`src/rtl/key_pkg.sv`:
```
// Shared definitions for the key handling blocks: FSM state encoding and
// default timing constants used by every key_* module.
package key_pkg;

    localparam int DEB_CNT_DEF    = 15;
    localparam int LONG_CNT_DEF   = 200;
    localparam int REPEAT_CNT_DEF = 50;
    localparam int CNT_W_DEF      = 8;
    localparam int SYNC_STAGES    = 2;

    typedef enum logic [2:0] {
        IDLE      = 3'd0,
        PRESS_DEB = 3'd1,
        HELD      = 3'd2,
        LONG_HELD = 3'd3,
        REL_DEB   = 3'd4
    } key_state_t;

    typedef enum logic [1:0] {
        EV_PRESS   = 2'd0,
        EV_RELEASE = 2'd1,
        EV_LONG    = 2'd2,
        EV_REPEAT  = 2'd3
    } key_ev_t;

endpackage

```
`src/rtl/key_event_if.sv`:
```
// Key pin and event bundle between the board key and the setting controllers.
// master: the event generator; slave: the key source / event consumer.
interface key_event_if;

    logic key_in;
    logic key_press;
    logic key_release;
    logic key_long;
    logic key_repeat;
    logic key_held;

    modport master (
        input  key_in,
        output key_press,
        output key_release,
        output key_long,
        output key_repeat,
        output key_held
    );

    modport slave (
        output key_in,
        input  key_press,
        input  key_release,
        input  key_long,
        input  key_repeat,
        input  key_held
    );

endinterface

```
`src/rtl/key_sync.sv`:
```
// Multi-flop synchronizer for the asynchronous key pin; resets to the
// released (high) level so a reset never looks like a press.
module key_sync #(
    parameter int STAGES = 2
) (
    input  logic clk,
    input  logic srst,
    input  logic d,
    output logic q
);

    logic [STAGES-1:0] sync_reg;

    always_ff @(posedge clk) begin
        if (srst) begin
            sync_reg <= '1;
        end else begin
            sync_reg <= {sync_reg[STAGES-2:0], d};
        end
    end

    assign q = sync_reg[STAGES-1];

endmodule

```
`src/rtl/key_event.sv`:
```
// Debounced press/release detector with long-press and auto-repeat pulses.
// All outputs are registered; pulses last exactly one clock.
module key_event
    import key_pkg::*;
#(
    parameter int DEB_CNT    = DEB_CNT_DEF,
    parameter int LONG_CNT   = LONG_CNT_DEF,
    parameter int REPEAT_CNT = REPEAT_CNT_DEF,
    parameter int CNT_W      = CNT_W_DEF
) (
    input  logic        key_clk,
    input  logic        key_rst,
    key_event_if.master keys
);

    // Terminal values: the transition fires on the cycle the count would reach N.
    localparam logic [CNT_W-1:0] DEB_LAST  = CNT_W'(DEB_CNT - 1);
    localparam logic [CNT_W-1:0] LONG_LAST = CNT_W'(LONG_CNT - 1);
    localparam logic [CNT_W-1:0] REP_LAST  = CNT_W'(REPEAT_CNT - 1);

    logic s;

    key_state_t       state_reg;
    logic [CNT_W-1:0] deb_reg;
    logic [CNT_W-1:0] hold_reg;
    logic [CNT_W-1:0] rep_reg;
    logic [CNT_W-1:0] rel_reg;
    logic             lng_reg;
    logic             press_reg;
    logic             release_reg;
    logic             long_reg;
    logic             repeat_reg;
    logic             held_reg;

    key_sync #(
        .STAGES (SYNC_STAGES)
    ) u_sync (
        .clk  (key_clk),
        .srst (key_rst),
        .d    (keys.key_in),
        .q    (s)
    );

    always_ff @(posedge key_clk) begin
        if (key_rst) begin
            state_reg   <= IDLE;
            deb_reg     <= '0;
            hold_reg    <= '0;
            rep_reg     <= '0;
            rel_reg     <= '0;
            lng_reg     <= 1'b0;
            press_reg   <= 1'b0;
            release_reg <= 1'b0;
            long_reg    <= 1'b0;
            repeat_reg  <= 1'b0;
            held_reg    <= 1'b0;
        end else begin
            press_reg   <= 1'b0;
            release_reg <= 1'b0;
            long_reg    <= 1'b0;
            repeat_reg  <= 1'b0;

            case (state_reg)
                IDLE: begin
                    if (!s) begin
                        state_reg <= PRESS_DEB;
                        deb_reg   <= CNT_W'(1);
                    end
                end

                PRESS_DEB: begin
                    if (s) begin
                        state_reg <= IDLE;
                        deb_reg   <= '0;
                    end else if (deb_reg == DEB_LAST) begin
                        press_reg <= 1'b1;
                        held_reg  <= 1'b1;
                        state_reg <= HELD;
                        hold_reg  <= '0;
                        deb_reg   <= '0;
                    end else begin
                        deb_reg <= deb_reg + 1'b1;
                    end
                end

                HELD: begin
                    if (s) begin
                        state_reg <= REL_DEB;
                        rel_reg   <= CNT_W'(1);
                        lng_reg   <= 1'b0;
                    end else if (hold_reg == LONG_LAST) begin
                        long_reg  <= 1'b1;
                        state_reg <= LONG_HELD;
                        hold_reg  <= '0;
                        rep_reg   <= '0;
                    end else begin
                        hold_reg <= hold_reg + 1'b1;
                    end
                end

                LONG_HELD: begin
                    if (s) begin
                        state_reg <= REL_DEB;
                        rel_reg   <= CNT_W'(1);
                        lng_reg   <= 1'b1;
                    end else if (rep_reg == REP_LAST) begin
                        repeat_reg <= 1'b1;
                        rep_reg    <= '0;
                    end else begin
                        rep_reg <= rep_reg + 1'b1;
                    end
                end

                REL_DEB: begin
                    if (s) begin
                        if (rel_reg == DEB_LAST) begin
                            release_reg <= 1'b1;
                            held_reg    <= 1'b0;
                            state_reg   <= IDLE;
                            rel_reg     <= '0;
                            hold_reg    <= '0;
                            rep_reg     <= '0;
                            lng_reg     <= 1'b0;
                        end else begin
                            rel_reg <= rel_reg + 1'b1;
                        end
                    end else begin
                        // Release bounce: resume the hold, counting this low sample.
                        rel_reg <= '0;
                        if (lng_reg) begin
                            state_reg <= LONG_HELD;
                            if (rep_reg == REP_LAST) begin
                                repeat_reg <= 1'b1;
                                rep_reg    <= '0;
                            end else begin
                                rep_reg <= rep_reg + 1'b1;
                            end
                        end else if (hold_reg == LONG_LAST) begin
                            long_reg  <= 1'b1;
                            state_reg <= LONG_HELD;
                            hold_reg  <= '0;
                            rep_reg   <= '0;
                        end else begin
                            state_reg <= HELD;
                            hold_reg  <= hold_reg + 1'b1;
                        end
                    end
                end

                default: begin
                    state_reg <= IDLE;
                    deb_reg   <= '0;
                    hold_reg  <= '0;
                    rep_reg   <= '0;
                    rel_reg   <= '0;
                    lng_reg   <= 1'b0;
                    held_reg  <= 1'b0;
                end
            endcase
        end
    end

    assign keys.key_press   = press_reg;
    assign keys.key_release = release_reg;
    assign keys.key_long    = long_reg;
    assign keys.key_repeat  = repeat_reg;
    assign keys.key_held    = held_reg;

endmodule

```
`src/flat_wrapper.sv`:
```
// flat-port wrapper written by rule: the top's interface ports become plain ports
module key_event_flat import key_pkg::*;
#(
    parameter int DEB_CNT    = DEB_CNT_DEF,
    parameter int LONG_CNT   = LONG_CNT_DEF,
    parameter int REPEAT_CNT = REPEAT_CNT_DEF,
    parameter int CNT_W      = CNT_W_DEF
)
  (key_clk, key_rst, keys_key_in, keys_key_press, keys_key_release, keys_key_long, keys_key_repeat, keys_key_held);
  key_event_if keys_i ();
  input  logic key_clk;
  input  logic key_rst;
  input wire logic [$bits(keys_i.key_in)-1:0] keys_key_in;
  output wire logic [$bits(keys_i.key_press)-1:0] keys_key_press;
  output wire logic [$bits(keys_i.key_release)-1:0] keys_key_release;
  output wire logic [$bits(keys_i.key_long)-1:0] keys_key_long;
  output wire logic [$bits(keys_i.key_repeat)-1:0] keys_key_repeat;
  output wire logic [$bits(keys_i.key_held)-1:0] keys_key_held;
  assign keys_i.key_in = keys_key_in;
  assign keys_key_press = keys_i.key_press;
  assign keys_key_release = keys_i.key_release;
  assign keys_key_long = keys_i.key_long;
  assign keys_key_repeat = keys_i.key_repeat;
  assign keys_key_held = keys_i.key_held;
  key_event #(.DEB_CNT(DEB_CNT), .LONG_CNT(LONG_CNT), .REPEAT_CNT(REPEAT_CNT), .CNT_W(CNT_W)) u_core (.key_clk(key_clk), .key_rst(key_rst), .keys(keys_i));
endmodule
```
`config.mk`:
```
export PLATFORM = sky130hd
export DESIGN_NAME = key_event_flat
export DESIGN_NICKNAME = d
export VERILOG_FILES = /design/src/rtl/key_pkg.sv /design/src/rtl/key_event_if.sv /design/src/rtl/key_sync.sv /design/src/rtl/key_event.sv /design/src/flat_wrapper.sv
export SDC_FILE = /design/constraint.sdc
export NUM_CORES = 1
export LEC_CHECK = 0
export ABC_CLOCK_PERIOD_IN_PS = 3100
export CAP_MARGIN = 20
export CORE_MARGIN = 10
export CORE_UTILIZATION = 55
export CTS_BUF_LIST = sky130_fd_sc_hd__clkbuf_2 sky130_fd_sc_hd__clkbuf_4 sky130_fd_sc_hd__clkbuf_8
export CTS_CLUSTER_DIAMETER = 30
export DETAILED_ROUTE_END_ITERATION = 10
export HOLD_SLACK_MARGIN = 0.1
export PLACE_DENSITY = 0.75
export SYNTH_ARGS = -nofsm -noshare
export SYNTH_HDL_FRONTEND = slang
export SYNTH_SLANG_ARGS = --single-unit
```
`constraint.sdc`:
```
create_clock -name key_clk -period 3.1 [get_ports key_clk]
set_input_delay 0.31 -clock key_clk [delete_from_list [all_inputs] [get_ports key_clk]]
set_output_delay 0.31 -clock key_clk [all_outputs]
set_load 0.03 [all_outputs]
```
==> Word level (Yosys, flattened, before mapping) <==
Index checks and enable logic that the tools add are counted.
{ "classes": {"n_mux": 54, "reduce_logical": 15, "bitwise_logic": 7, "n_shift": 0, "div_mod_pow": 0, "mul": 0, "n_eq_ne": 22, "add_sub_neg": 4, "n_lt_le_gt_ge": 0} }
{ "ops": {"columns": ["cell", "count"], "rows": [
  ["2-to-1 mux 8 bit", 19],
  ["case mux 8 bit (4 select lines)", 2],
  ["case mux 8 bit (3 select lines)", 2],
  ["adder 8 x 1 -> 8 bit (second input constant)", 4],
  ["2-to-1 mux 3 bit", 9],
  ["2-to-1 mux 1 bit", 17],
  ["== test 8 x 4 -> 1 bit (second input constant)", 2],
  ["case mux 3 bit (5 select lines)", 1],
  ["AND reduction 5 bit", 3],
  ["inequality test 2 bit (second input constant)", 7],
  ["OR reduction 3 bit", 4],
  ["inequality test 3 x 2 -> 1 bit (second input constant)", 3],
  ["== test 8 x 6 -> 1 bit (second input constant)", 1],
  ["== test 8 bit (second input constant)", 1],
  ["inverter 1 bit", 7],
  ["== test 3 x 2 -> 1 bit (second input constant)", 2],
  ["inequality test 2 x 1 -> 1 bit (second input constant)", 3],
  ["AND reduction 6 bit", 1],
  ["OR reduction 2 bit", 3],
  ["case mux 1 bit (2 select lines)", 2],
  ["case mux 1 bit (4 select lines)", 1],
  ["AND reduction 2 bit", 2],
  ["AND reduction 4 bit", 1],
  ["== test 3 x 1 -> 1 bit (second input constant)", 1],
  ["other kinds (4)", 4]
]} }
{ "totals": {"romBits": 0, "latchBits": 0, "reg_bits": 43, "mem_bits_rw": 0, "elab_cells": 114, "output_inout_bits": 5, "mem_count": 0} }

==> Depth between registers and ports, before layout <==
Gate-level depths: netlist of run 1.
{ "logic_depth": {"word_depth": 5, "depth_mapped": 7, "ltp_nobuf": 7} }

==> Hierarchy <==
From an unflattened synthesis of run 1, not the netlist that was laid out.
{ "hier_totals": {"cells_unflattened": 283, "hier_area_um2": 2469.9} }
{ "by_module_without_submodules": {"columns": ["mod", "seq_area_each_um2", "cells_each", "area_each_um2", "n_inst"], "rows": [
  ["key_event", 820.8, 279, 2417.3, 1],
  ["key_sync", 40.0, 4, 52.6, 1]
]} }

==> Least setup slack after synthesis of run 1 <==
No wires, ideal clock.
{ "synth_timing": {"path_kind": "reg2reg", "startpoint": "register u_core.u_sync.sync_reg[1]", "endpoint": "register u_core.hold_reg[3]", "period_less_slack_ns": 1.910, "setup_time_ns": 0.074, "required_ns": 3.026, "path_slack_ns": 1.190, "path_stages_with_launch": 8, "t_arrival_ns": 1.836, "cell_sequence": "dfxtp_1 buf_6 or2_1 buf_6 o22a_4 or3_4 or3_1 a31oi_1"} }
{ "synth_via": {"elab_chain_len": 2, "word_cells_on_any_way": 7} }
{ "synth_rtl": {"columns": ["item", "line", "text"], "rows": [
  ["start, declared", "key_sync.sv:12", "logic [STAGES-1:0] sync_reg;"],
  ["start signal, assigned", "key_sync.sv:18", "sync_reg <= {sync_reg[STAGES-2:0], d};"],
  ["inequality test 3 x 2 -> 1 bit (no line), or another cell as far along", null, null],
  ["AND reduction 6 bit (no line) or case mux 8 bit (4 select lines) (tied branches)", null, null],
  ["end signal, assigned", "key_event.sv:97", "hold_reg <= hold_reg + 1'b1;"],
  ["end signal, assigned", "key_event.sv:145", "hold_reg <= hold_reg + 1'b1;"],
  ["end, declared", "key_event.sv:25", "logic [CNT_W-1:0] hold_reg;"]
]} }
Parallel ways exist; a longest one is shown, timed or not.
A chain may end at the register's enable or synchronous reset.

==> Final worst setup path of run 1 <==
{ "layout_timing": {"startpoint": "register u_core.state_reg[2]", "endpoint": "register u_core.hold_reg[2]"} }
{ "layout_via": {"elab_chain_len": 4, "word_cells_on_any_way": 14} }
{ "layout_rtl": {"columns": ["item", "line", "text"], "rows": [
  ["start, declared", "key_event.sv:23", "key_state_t state_reg;"],
  ["start signal, assigned", "key_event.sv:46", "state_reg <= IDLE;"],
  ["start signal, assigned", "key_event.sv:66", "state_reg <= PRESS_DEB;"],
  ["start signal, assigned", "key_event.sv:73", "state_reg <= IDLE;"],
  ["== test 3 x 2 -> 1 bit or logical NOT 3 bit (tied branches)", "key_event.sv:63", "case (state_reg)"],
  ["OR reduction 2 bit (no line)", null, null],
  ["inverter 1 bit (no line)", null, null],
  ["AND reduction 6 bit (no line)", null, null]
]} }
Parallel ways exist; a longest one is shown, timed or not.

==> results of run 1 <==
## layout by cell type, fill, tap and decap left out, types with 3 or more instances in the layout
cell / n
a21oi_1: 13
a31oi_1: 6
and3_1: 5
clkbuf_8: 7
clkdlybuf4s50_1: 7
dfxtp_1: 43
ha_1: 7
inv_1: 9
mux2i_1: 3
nand2_1: 18
nand2b_1: 4
nand3_1: 19
nand3b_1: 3
nand4_1: 6
nor2_1: 36
nor2b_1: 6
nor3_1: 17
nor4_1: 3
o211ai_1: 7
o21ai_0: 9
or2_2: 5
or3_1: 7
xor2_1: 11
## cell type report
class,count,share of cell area
clock buffers,8,0.0405
multi-input cells,227,0.556
well taps,50,0.0244
inverters,9,0.0132
flip-flops and latches,43,0.336
repair buffers,8,0.0303
## per-layer routing
layer	up-vias	routed length, um
met4	0	74
met1	954	2310
met5	-	0
met2	53	2350
li1	1066	-
met3	7	242
## path summary, 6_finish.rpt
check                                                from  depth (start not counted)                   endpoint
worst max-delay path                  u_core.state_reg[2]                          5         u_core.hold_reg[2]
worst min-delay path            u_core.u_sync.sync_reg[0]                          1  u_core.u_sync.sync_reg[1]
worst max register to register        u_core.state_reg[2]                          5         u_core.hold_reg[2]
worst min register to register  u_core.u_sync.sync_reg[0]                          1  u_core.u_sync.sync_reg[1]
## per-stage QoR
step / worst slack (ns) / instances / hold slack (ns) / utilization / power (mW)
floorplan: 1.19 / 291 / 0.389 / - / 0.648
global placement: 0.897 / 337 / 0.402 / 0.602 / 0.663
global route: 0.625 / 345 / 0.441 / 0.627 / 1.09
detailed placement: 0.845 / 337 / 0.413 / 0.602 / 0.664
CTS: 0.842 / 345 / 0.436 / 0.627 / 1.06
finish: 0.797 / 345 / 0.429 / 0.627 / 1.05
## power breakdown
part	internal (mW)	leakage [nW]	switching, mW
clock network	0.212	0.0549	0.190
registers	0.558	0.347	0.0205
logic	0.0281	0.491	0.0457
## cell families (layout without fill, tap and decap cells)
kind of cell	Yosys count	in the layout
buffers and inverters	21	25
adder cells (fa/ha/maj)	7	7
AND/OR/NAND/NOR	147	147
flip-flops	43	43
XOR/XNOR	11	11
multiplexers	3	3
AO/OA/AOI/OAI	59	59
## synthesized netlist by cell type, types with 9 or more instances
library cell	n
a21oi_1	13
nand2_1	18
o21ai_0	9
dfxtp_1	43
inv_1	9
xor2_1	11
nor2_1	36
nand3_1	19
nor3_1	17
==> metrics, run 1 <==
outcome completed; vias in the first global route 1932; layout cell share with drive strength beyond 1 0.0780; DRT Wirelength 4.97 mm; largest family of logic cells by synthesized area simple AND/OR/NAND/NOR gates; reg-to-reg slack, setup 0.80 ns; clk_skew 0.00256 ns; Post-synth EDFFs 0; # fillers 372; minimum clock period 2.30 ns; CTS clk-pin slew, worst paths 0.08 ns; initial antenna violation count 0; Die W 85.8 um; Max Cap Viol 0; WL/cell 14.4 um; CP Data Required Time 3.29 ns; Final Cell Area 2560 um^2; Vias/cell 6.03; final hold viol count 0; post-CTS sizing 0; final period utilization 0.743; nets 304; Most Crowded Layer GR met2; Critical Path, Cell by Cell nor3b_2 > a21bo_2 > a221oi_2 > nor2_1 > a32o_1; critical path class flop to flop; worst-skew pair later-pin latency 0.30 ns; ranking of synthesized cells by area dfxtp_1 (36%), nor2_1 (5.7%), xor2_1 (4.0%); routability-driven placement congestion ratio 0.930; fraction of registers with async set/reset 0; CTS tree built; Worst setup SP type flop; Max Slew Vio Count 0; setup tns final 0 ns; met3 usage 0.0322; Syn Nets 301; first-pass GRT wire length 8.58 mm; Hold Crit Class flop to flop; area of the multi-input gates 1420 um^2; Synth Area in Simple Gates 0.333; Slowest-stage cell, CP dfxtp_1; endpoint type of the worst setup path flop; Yosys warning count 0; post-synthesis cell type count 54; Mapped Cells 291; Core Region 4090 um^2; first-pass detailed-route iteration total 5; root buffer cell clkbuf_8; diode count 0; GR Util met1 0.167; xor and xnor fraction of the mapped netlist area 0.0405; number of routed nets with antenna violations 0; total die area 7360 um^2; routed via count 2080; Rel. slew slack 0.492; Max Fanout on Critical Path 17; Initial Util 0.582; clock buffer depth 2; Least-Margin Pin Slew 0.756 ns; CP top delay family compound AO/OA/AOI/OAI gates; post-DP HPWL 3.59 mm; syn_area_per_cell 8.18 um^2; RSZ-0062 raised after global routing no; Fmax achieved 434 MHz; post-synthesis adder-cell area fraction 0.0368; Largest stage delay, worst path 0.62 ns; Layout area overhead 7.68%; io pins 8; Compound-Gate Fraction of Synth Area 0.175; GRT Total Usage 0.138; sequential area share after synthesis 0.362; maximum VDD drop 0.215 mV; Crit path arrival time 2.50 ns; IO buf count 7; Post-synth top flop dfxtp_1; area leader, netlist dfxtp_1; initial DRC count 234; cell row count 23; Storage cell area 861 um^2; Vert. Die Dim 85.8 um; CTS buffer count 5; # hold bufs at CTS 0; Placed Area 2460 um^2; largest net degree at the start of global routing 20; mux share of post-synthesis cell area 0.0126; worst path bufs/invs 0; drt drc 0; final-report setup violation count 0; H-tree Lvls 2; share of the synthesized area in the top cell type 0.362; GR Overflow Total 0; Post-CTS Setup Bufs 0; Synth Register Bits 43; P_leak 0.893 nW; P per Cell Area 412 nW/um^2; clock sinks 43; grt met2 use 0.227; Post-Syn Area 2380 um^2
Power figures use the tool's default switching activity.
==> run 2, diff against run 1 <==
--- a/config.mk
+++ b/config.mk
@@ -5,7 +5,7 @@
 export SDC_FILE = /design/constraint.sdc
 export NUM_CORES = 1
 export LEC_CHECK = 0
-export ABC_CLOCK_PERIOD_IN_PS = 3100
+export ABC_CLOCK_PERIOD_IN_PS = 2400
 export CAP_MARGIN = 20
 export CORE_MARGIN = 10
 export CORE_UTILIZATION = 55
==> constraint.sdc (replaced) <==
create_clock -name key_clk -period 2.4 [get_ports key_clk]
set_input_delay 0.24 -clock key_clk [delete_from_list [all_inputs] [get_ports key_clk]]
set_output_delay 0.24 -clock key_clk [all_outputs]
set_load 0.03 [all_outputs]
==> run 2 against run 1 <==
Maximum frequency increased by 4.6%; combinational power grew 45%; register-to-register slack got worse by 0.60 ns; critical path depth stayed put; highest routed layer unchanged.
==> metrics, run 2 (synthesis results as in run 1) <==
outcome completed; minimum clock period 2.20 ns (-0.101 ns); post-DP HPWL 3.54 mm (-1.4%); Seq pwr share 0.526 (-0.022); H-tree Lvls 2 (unchanged); Max Slew Vio Count 0 (unchanged); Max Fanout on Critical Path 14 (-3); CTS clk-pin slew, worst paths 0.08 ns (about the same); first-pass detailed-route iteration total 4 (-1); first-pass GRT wire length 8.62 mm (+0.41%); Largest stage delay, worst path 0.48 ns (-0.14 ns); GR Overflow Total 0 (unchanged); io pins 8 (unchanged); met2 routed WL 2.36 mm (+0.47%); clock buffer depth 2 (unchanged); final period utilization 0.917 (+0.175); # fillers 360 (-3.2%); Gate power share 0.076 (+0.006); Max Cap Viol 0 (unchanged); sw frac 0.233 (-0.0100); Least-Margin Pin Slew 0.518 ns (-0.238 ns); top routing layer used met4; CTS tree built; Int Power 1.08 mW (+35%); clk_skew 0.00361 ns (+0.00105 ns); root buffer cell clkbuf_8; Crit path arrival time 2.40 ns (-0.10 ns); drt drc 0 (unchanged); IO buf count 7 (unchanged); maximum VDD drop 0.315 mV (+46%); nets 309 (+1.6%); setup tns final 0 ns (unchanged); clock share of power 0.398 (+0.016); RSZ-0062 raised after global routing no; Worst setup SP type flop; total die area 7360 um^2 (unchanged); Layout area overhead 9.36%; critical path class flop to flop; largest net degree at the start of global routing 26 (+30%); Critical Path, Cell by Cell nor3b_2 > a21bo_2 > a221oi_2 > nor2_1 > a32o_1; number of routed nets with antenna violations 0 (unchanged); endpoint type of the worst setup path flop; P_leak 0.918 nW (+2.9%); clock sinks 43 (unchanged); NetSw 0.328 mW (+28%); Fmax achieved 454 MHz (+4.6%); cell row count 23 (unchanged); worst path bufs/invs 0 (unchanged); Slowest-stage cell, CP a221oi_2; # hold bufs at CTS 0 (unchanged); Post-CTS Setup Bufs 0 (unchanged); wl on met1 2.30 mm (-0.35%); post-CTS sizing 0 (unchanged); CP Data Required Time 2.59 ns (-0.70 ns); DRT Wirelength 4.97 mm (about the same); CP top delay family compound AO/OA/AOI/OAI gates; initial antenna violation count 0 (unchanged); Rel. slew slack 0.652 (+0.160); routability-driven placement congestion ratio 0.949 (+1.9%); routed via count 2084 (+0.19%); Vias/cell 5.97 (-0.96%); CTS buffer count 5 (unchanged); final-report setup violation count 0 (unchanged); most frequent cells in the layout dfxtp_1 (43), nor2_1 (36), nand3_1 (19); P per Cell Area 541 nW/um^2 (+31%); WL/cell 14.2 um (-1.2%); metal3 WL 241 um (-0.41%); diode count 0 (unchanged); GRT Total Usage 0.139 (+0.000629); most common cell after layout, fill and taps aside dfxtp_1; Initial Util 0.582 (unchanged); worst-skew pair later-pin latency 0.30 ns (about the same); Hold Crit Class flop to flop; hold_ws 0.414 ns (-0.0146 ns); final hold viol count 0 (unchanged); Core Region 4090 um^2 (unchanged); Die W 85.8 um (unchanged); layout cell share with drive strength beyond 1 0.0903 (+0.0123); Vert. Die Dim 85.8 um (unchanged); initial DRC count 179 (-24%); vias in the first global route 1943 (+0.57%)
run 2: power by group through the flow:
| stage | logic, mW | registers [mW] | clock network, mW |
|---|---|---|---|
| floorplan | 0.0972 | 0.740 | 0 |
| global placement | 0.106 | 0.757 | 0 |
| detailed placement | 0.107 | 0.757 | 0 |
| CTS | 0.107 | 0.740 | 0.566 |
| global route | 0.121 | 0.743 | 0.595 |
| finish | 0.107 | 0.740 | 0.560 |
run 2: layout make-up:
type / count / area [um^2] / area share
clock buffer: 6 / 76.3 / 0.0293
clock inverter: 1 / 30.0 / 0.0115
inverter: 9 / 33.8 / 0.0130
multi-input combinational: 227 / 1420 / 0.547
sequential: 43 / 861 / 0.331
tap: 50 / 62.6 / 0.0240
timing repair buffer: 13 / 115 / 0.0442
run 2: path summary, 6_finish.rpt:
path	end	slack, ns	depth (start not counted)	startpoint
max	u_core.hold_reg[2]	0.20	5	u_core.state_reg[0]
min	u_core.u_sync.sync_reg[1]	0.41	1	u_core.u_sync.sync_reg[0]
max reg2reg	u_core.hold_reg[2]	0.20	5	u_core.state_reg[0]
min reg2reg	u_core.u_sync.sync_reg[1]	0.41	1	u_core.u_sync.sync_reg[0]
run 2: per-layer routing:
| layer | global-route usage | vias up |
|---|---|---|
| met2 | 0.230 | 35 |
| li1 | - | 1070 |
| met3 | 0.0360 | 4 |
| met5 | 0 | - |
| met4 | 0.0554 | 0 |
| met1 | 0.167 | 975 |
run 2: stage by stage:
| stage | area, um^2 | total power, mW | setup slack, ns | cells | util |
|---|---|---|---|---|---|
| after floorplan | 2380 | 0.837 | 0.490 | 291 | - |
| final | 2600 | 1.41 | 0.198 | 349 | 0.637 |
| after CTS | 2600 | 1.41 | 0.247 | 349 | 0.637 |
| after global placement | 2500 | 0.862 | 0.290 | 342 | 0.611 |
| after global routing | 2600 | 1.46 | 0.0709 | 349 | 0.637 |
| after detailed placement | 2500 | 0.863 | 0.258 | 342 | 0.611 |
==> run 3, diff against run 2 <==
--- a/config.mk
+++ b/config.mk
@@ -14,6 +14,7 @@
 export DETAILED_ROUTE_END_ITERATION = 10
 export HOLD_SLACK_MARGIN = 0.1
 export PLACE_DENSITY = 0.75
+export SKIP_LAST_GASP = 1
 export SYNTH_ARGS = -nofsm -noshare
 export SYNTH_HDL_FRONTEND = slang
 export SYNTH_SLANG_ARGS = --single-unit
==> results of run 3 <==
Final layout, timing and power as in run 2 (identical DEF).
==> edit 1, RTL diff (flow settings as in run 2) <==
The package constant `CNT_W_DEF` goes from 8 to 12.
--- a/src/rtl/key_pkg.sv
+++ b/src/rtl/key_pkg.sv
@@ -7,3 +7,3 @@
     localparam int REPEAT_CNT_DEF = 50;
-    localparam int CNT_W_DEF      = 8;
+    localparam int CNT_W_DEF      = 12;
     localparam int SYNC_STAGES    = 2;
Formal check against the unedited RTL: no difference found for any inputs over 4 cycles, from zero or initial values and one cycle with key_rst high; that may be too few to reach the edited logic, so the function may still have changed.
==> edit 1 against run 2 <==
Critical endpoint is now u_core.hold_reg[8]. Synthesized area rose by 31%. Sequential cell count rose by 16. Routed wire length rose by 42%. Worst setup slack got worse by 0.10 ns. Power rose by 64%. Cell area rose by 40%. Non-clock buffer count rose by 19. Sequential share of layout area fell by 0.59 points.
==> edit 1: results <==
group,metric,value,unit
pwr,power.internal,1.71,mW
layout,multi_input_cells,292,
grt,grt_pass1_wl,12400,µm
yosys,syn_inst,380,
yosys,synth_top_cells_by_area,"dfxtp_1 38%, nor2_1 5.8%, a21oi_1 3.5%, xnor2_1 3.4%, nand2_1 3.1%",
layout,clockBufferCount,10,
place,dp_hpwl,4900,µm
timing,whs,0.408,ns
layout,stdcell_count,486,
setup_path,ff2ff_path_depth,9,
grt,grt_start_max_net_pins,22,
yosys,ys_seq_elements,59,
timing,skew,0.00751,ns
layout,postLayoutCellArea,0.00364,mm²
yosys,yosys-top-cells-count,"59 x dfxtp_1, 48 x nor2_1, 26 x nand2_1",
route,viasPerCell,5.86,
pwr,pg_comb,0.276,mW
grt,grt_use_total,16.8,%
layout,n_all_buffers,32,
pwr,power_leakage,1.38,nW
layout,inv_count,16,
route,drt_iter0_drc,188,
setup_path,r2r_slack,0.1,ns
route,wl_per_cell,14.6,µm
status,status,"finished, final reports clean",
clocking,clk_latency,0.34,ns
place,placed_area,0.00340,mm²
setup_path,r2r-start,"u_core.rel_reg[0]",
layout,multi_input_area_share,50.4,%
place,dp_cells,471,
setup_path,cp_slowest_stage_delay,0.45,ns
layout,drive_gt1_share,13.5,%
layout,fillers,447,
clocking,numCtsBuffers,9,
setup_path,cp_max_fo,7,
timing,relSlewSlack,53.6,%
setup_path,cp_slowest_cell,"or4b_4",
layout,sh_seq_area,32.5,%
grt,grt_pass1_vias,2726,
route,met1_length,3410,µm
layout,fin_nets,420,
yosys,yosys.cell_types.count,59,
route,met3_length,280,µm
place,gp_congestion,0.881,
layout,nonClkBufAreaFrac,7.08,%
yosys,synth_nets,390,
pwr,peakVddDrop,0.445,mV
setup_path,cpLargestDelayFamily,"simple AND/OR/NAND/NOR gates",
pwr,finalPower,2.31,mW
yosys,yosysSeqAreaShare,38.0,%
route,drt_first_pass_iters,4,
route,route.met2.wl,3270,µm
layout,num_antenna_cells,0,
pwr,clockPowerShare,43.5,%
setup_path,crit_end,"u_core.hold_reg[8]",
layout,final-clk-cell-share,5.91,%
[edit 1: logic make-up (layout without fill, tap and decap cells)]
| kind of cell | Yosys count | in the layout | synth area share, % |
|---|---|---|---|
| simple gates | 186 | 186 | 31.4 |
| compound gates | 76 | 76 | 17.3 |
| flops | 59 | 59 | 38.0 |
| buf+inv | 29 | 63 | 3.78 |
| xor+xnor | 19 | 19 | 5.35 |
| fa+ha+maj | 7 | 7 | 2.81 |
| mux | 4 | 4 | 1.33 |
[edit 1: timing repair]
item | CTS | global route
hold endpoints to repair | 0 | 0
gates resized for setup | 0 | 6
setup endpoints to repair | 0 | 12
[edit 1: through the flow]
stage          utilization (%)  worst slack (ns)
6_report                  66.1            0.0981
5_1_grt                   66.1            0.0107
4_1_cts                   65.7           0.00275
3_5_place_dp              61.8           0.00981
3_3_place_gp              61.8            0.0551
2_1_floorplan                -           -0.0531
[edit 1: layer usage]
metal  up-vias  track usage, %
met5         -               0
met4         0            8.73
met3         9            3.22
met2        61            25.9
met1      1321            21.8
li1       1457               -
==> edit 2, RTL diff (flow settings as in run 2) <==
Without the edit above. The 5 states of `key_state_t` get a one-hot encoding in 5 bits.
--- a/src/rtl/key_pkg.sv
+++ b/src/rtl/key_pkg.sv
@@ -10,8 +10,8 @@
 
-    typedef enum logic [2:0] {
-        IDLE      = 3'd0,
-        PRESS_DEB = 3'd1,
-        HELD      = 3'd2,
-        LONG_HELD = 3'd3,
-        REL_DEB   = 3'd4
+    typedef enum logic [4:0] {
+        IDLE      = 5'b00001,
+        PRESS_DEB = 5'b00010,
+        HELD      = 5'b00100,
+        LONG_HELD = 5'b01000,
+        REL_DEB   = 5'b10000
     } key_state_t;
Check against the original RTL: no difference found for any inputs over 10 cycles, from zero or initial values and one cycle with key_rst high; not proved beyond that.
==> edit 2 against run 2 <==
Sequential share of layout area is 1.6 points lower. Via count is 13% higher. Worst setup slack better by 0.0022 ns. Routed wire length is 21% higher. Cell area is 9.8% higher. Power is 5.0% lower. Sequential cell count is 2 higher. First-iteration DRC count is 30% lower. Final cell count is 6.3% higher. Critical path depth stayed put. Count of clock-buffer cells in the layout stayed put. Synthesized cell count is 6.2% higher. Clock skew is 0.0065 ns higher. Synthesized area is 11% higher.
==> edit 2: results <==
group,metric,value,unit
worst_hold_path,worstHoldEndpoint,"u_core.u_sync.sync_reg[1]",
place,io_buffers,7,
grt,grt_pass1_wl,10300,µm
place,placed_area,0.00276,mm²
setup_path,r2r-start,"u_core.state_reg[2]",
place,dp_hpwl,4340,µm
worst_hold_path,hp-start,"u_core.u_sync.sync_reg[0]",
layout,drive_gt1_share,9.15,%
route,met3_length,259,µm
worst_hold_path,hold_depth,1,
clocking,numCtsBuffers,5,
timing,skew,0.0101,ns
yosys,yosysSeqAreaShare,34.1,%
yosys,ys.flop_type,"dfxtp_1",
timing,post-route-period-util,91.7,%
route,top_layer,"met4",
clocking,clock_path_buffers,2,
yosys,synth_nets,319,
pwr,power_leakage,1.06,nW
yosys,synth_xor_xnor_area_share,2.32,%
grt,grt_use_total,16.0,%
yosys,yosys.cell_types.count,61,
grt,grt_pass1_vias,2168,
route,drt_iter0_drc,126,
setup_path,cp_max_fo,15,
status,status,"finished, final reports clean",
worst_hold_path,min_path_type,"reg -> reg",
route,met1_length,2850,µm
route,viasPerCell,6.36,
yosys,async_flop_share,0,%
yosys,yosysWarnings,0,
route,drt_first_pass_iters,4,
yosys,yosys-top-cells-count,"45 x dfxtp_1, 22 x nor2_1, 20 x nand2_1",
timing,tightest_slew,0.630,ns
place,pre_cts_ws,0.270,ns
clocking,cts_resized,0,
place,gp_congestion,0.859,
layout,fin_nets,326,
clocking,post-cts-setup-buffers,0,
setup_path,ff2ff_path_depth,5,
yosys,synthMuxAreaShare,0.759,%
setup_path,end_kind,"flip-flop",
setup_path,r2r_end,"u_core.rep_reg[7]",
yosys,synth_compound_area_share,25.1,%
route,route.met2.wl,2860,µm
yosys,synth_top_cells_by_area,"dfxtp_1 34%, and3_1 3.3%, ha_1 3.3%, nor2_1 3.1%, a31oi_1 3.1%",
route,wl_per_cell,16.2,µm
pwr,peakVddDrop,0.267,mV
yosys,synth_fa_ha_area_share,3.32,%
==> edit 2: cell types whose count changed after synthesis, sizes merged, moves of 6 or more <==
cell	run 2	this run
and3	5	14
nand3	19	13
a31oi	6	13
nor2	36	22
nor3	17	7
==> edit 2: worst max-delay path by stage <==
| stage | from | to | cells after the start |
|---|---|---|---|
| final | u_core.state_reg[2] | u_core.rep_reg[7] | 5 |
| after global placement | key_rst | u_core.hold_reg[0] | 4 |
| after floorplan | u_core.hold_reg[0] | u_core.rep_reg[7] | 6 |
| after global routing | u_core.state_reg[2] | u_core.hold_reg[3] | 5 |
| after CTS | u_core.state_reg[2] | u_core.hold_reg[7] | 5 |
| after detailed placement | u_core.state_reg[2] | u_core.rep_reg[7] | 5 |
==> edit 2: power by group <==
part           total, mW  switching, mW  internal, mW
Combinational     0.0867         0.0581        0.0286
Clock              0.493          0.260         0.234
Sequential         0.757        0.00574         0.751
==> edit 2: per-stage QoR <==
step / std cells / hold slack [ns]
final: 371 / 0.417
after global routing: 371 / 0.434
after CTS: 371 / 0.419
after detailed placement: 363 / 0.396
after global placement: 363 / 0.392
after floorplan: 309 / 0.344
==> edit 2: routing by layer <==
metal / vias up / global-route usage (%)
met2: 49 / 26.6
met1: 1112 / 20.7
met3: 6 / 3.01
li1: 1192 / -
met4: 0 / 3.90
met5: - / 0
==> edit 2: kinds of logic (layout without fill, tap and decap cells) <==
kind of cell / after synthesis / after routing
flops: 45 / 45
xor+xnor: 7 / 7
buf+inv: 26 / 34
mux: 2 / 2
fa+ha+maj: 7 / 7
compound gates: 94 / 94
simple gates: 128 / 128
==> edit 2: final cells by class <==
class / instances / area, µm²
fill: 438 / 1830
clock buffer: 6 / 82.6
tap: 54 / 67.6
sequential: 45 / 901
multi-input combinational: 238 / 1620
clock inverter: 2 / 13.8
inverter: 11 / 41.3
timing repair buffer: 15 / 130
==> edit 2: worst max-delay path, cell delays in order (launching register included) <==
cell     delay (ns)
dfxtp_1        0.62
and2b_1        0.28
nand2_1        0.32
nor3_2         0.16
or3_4          0.44
a32o_1         0.26
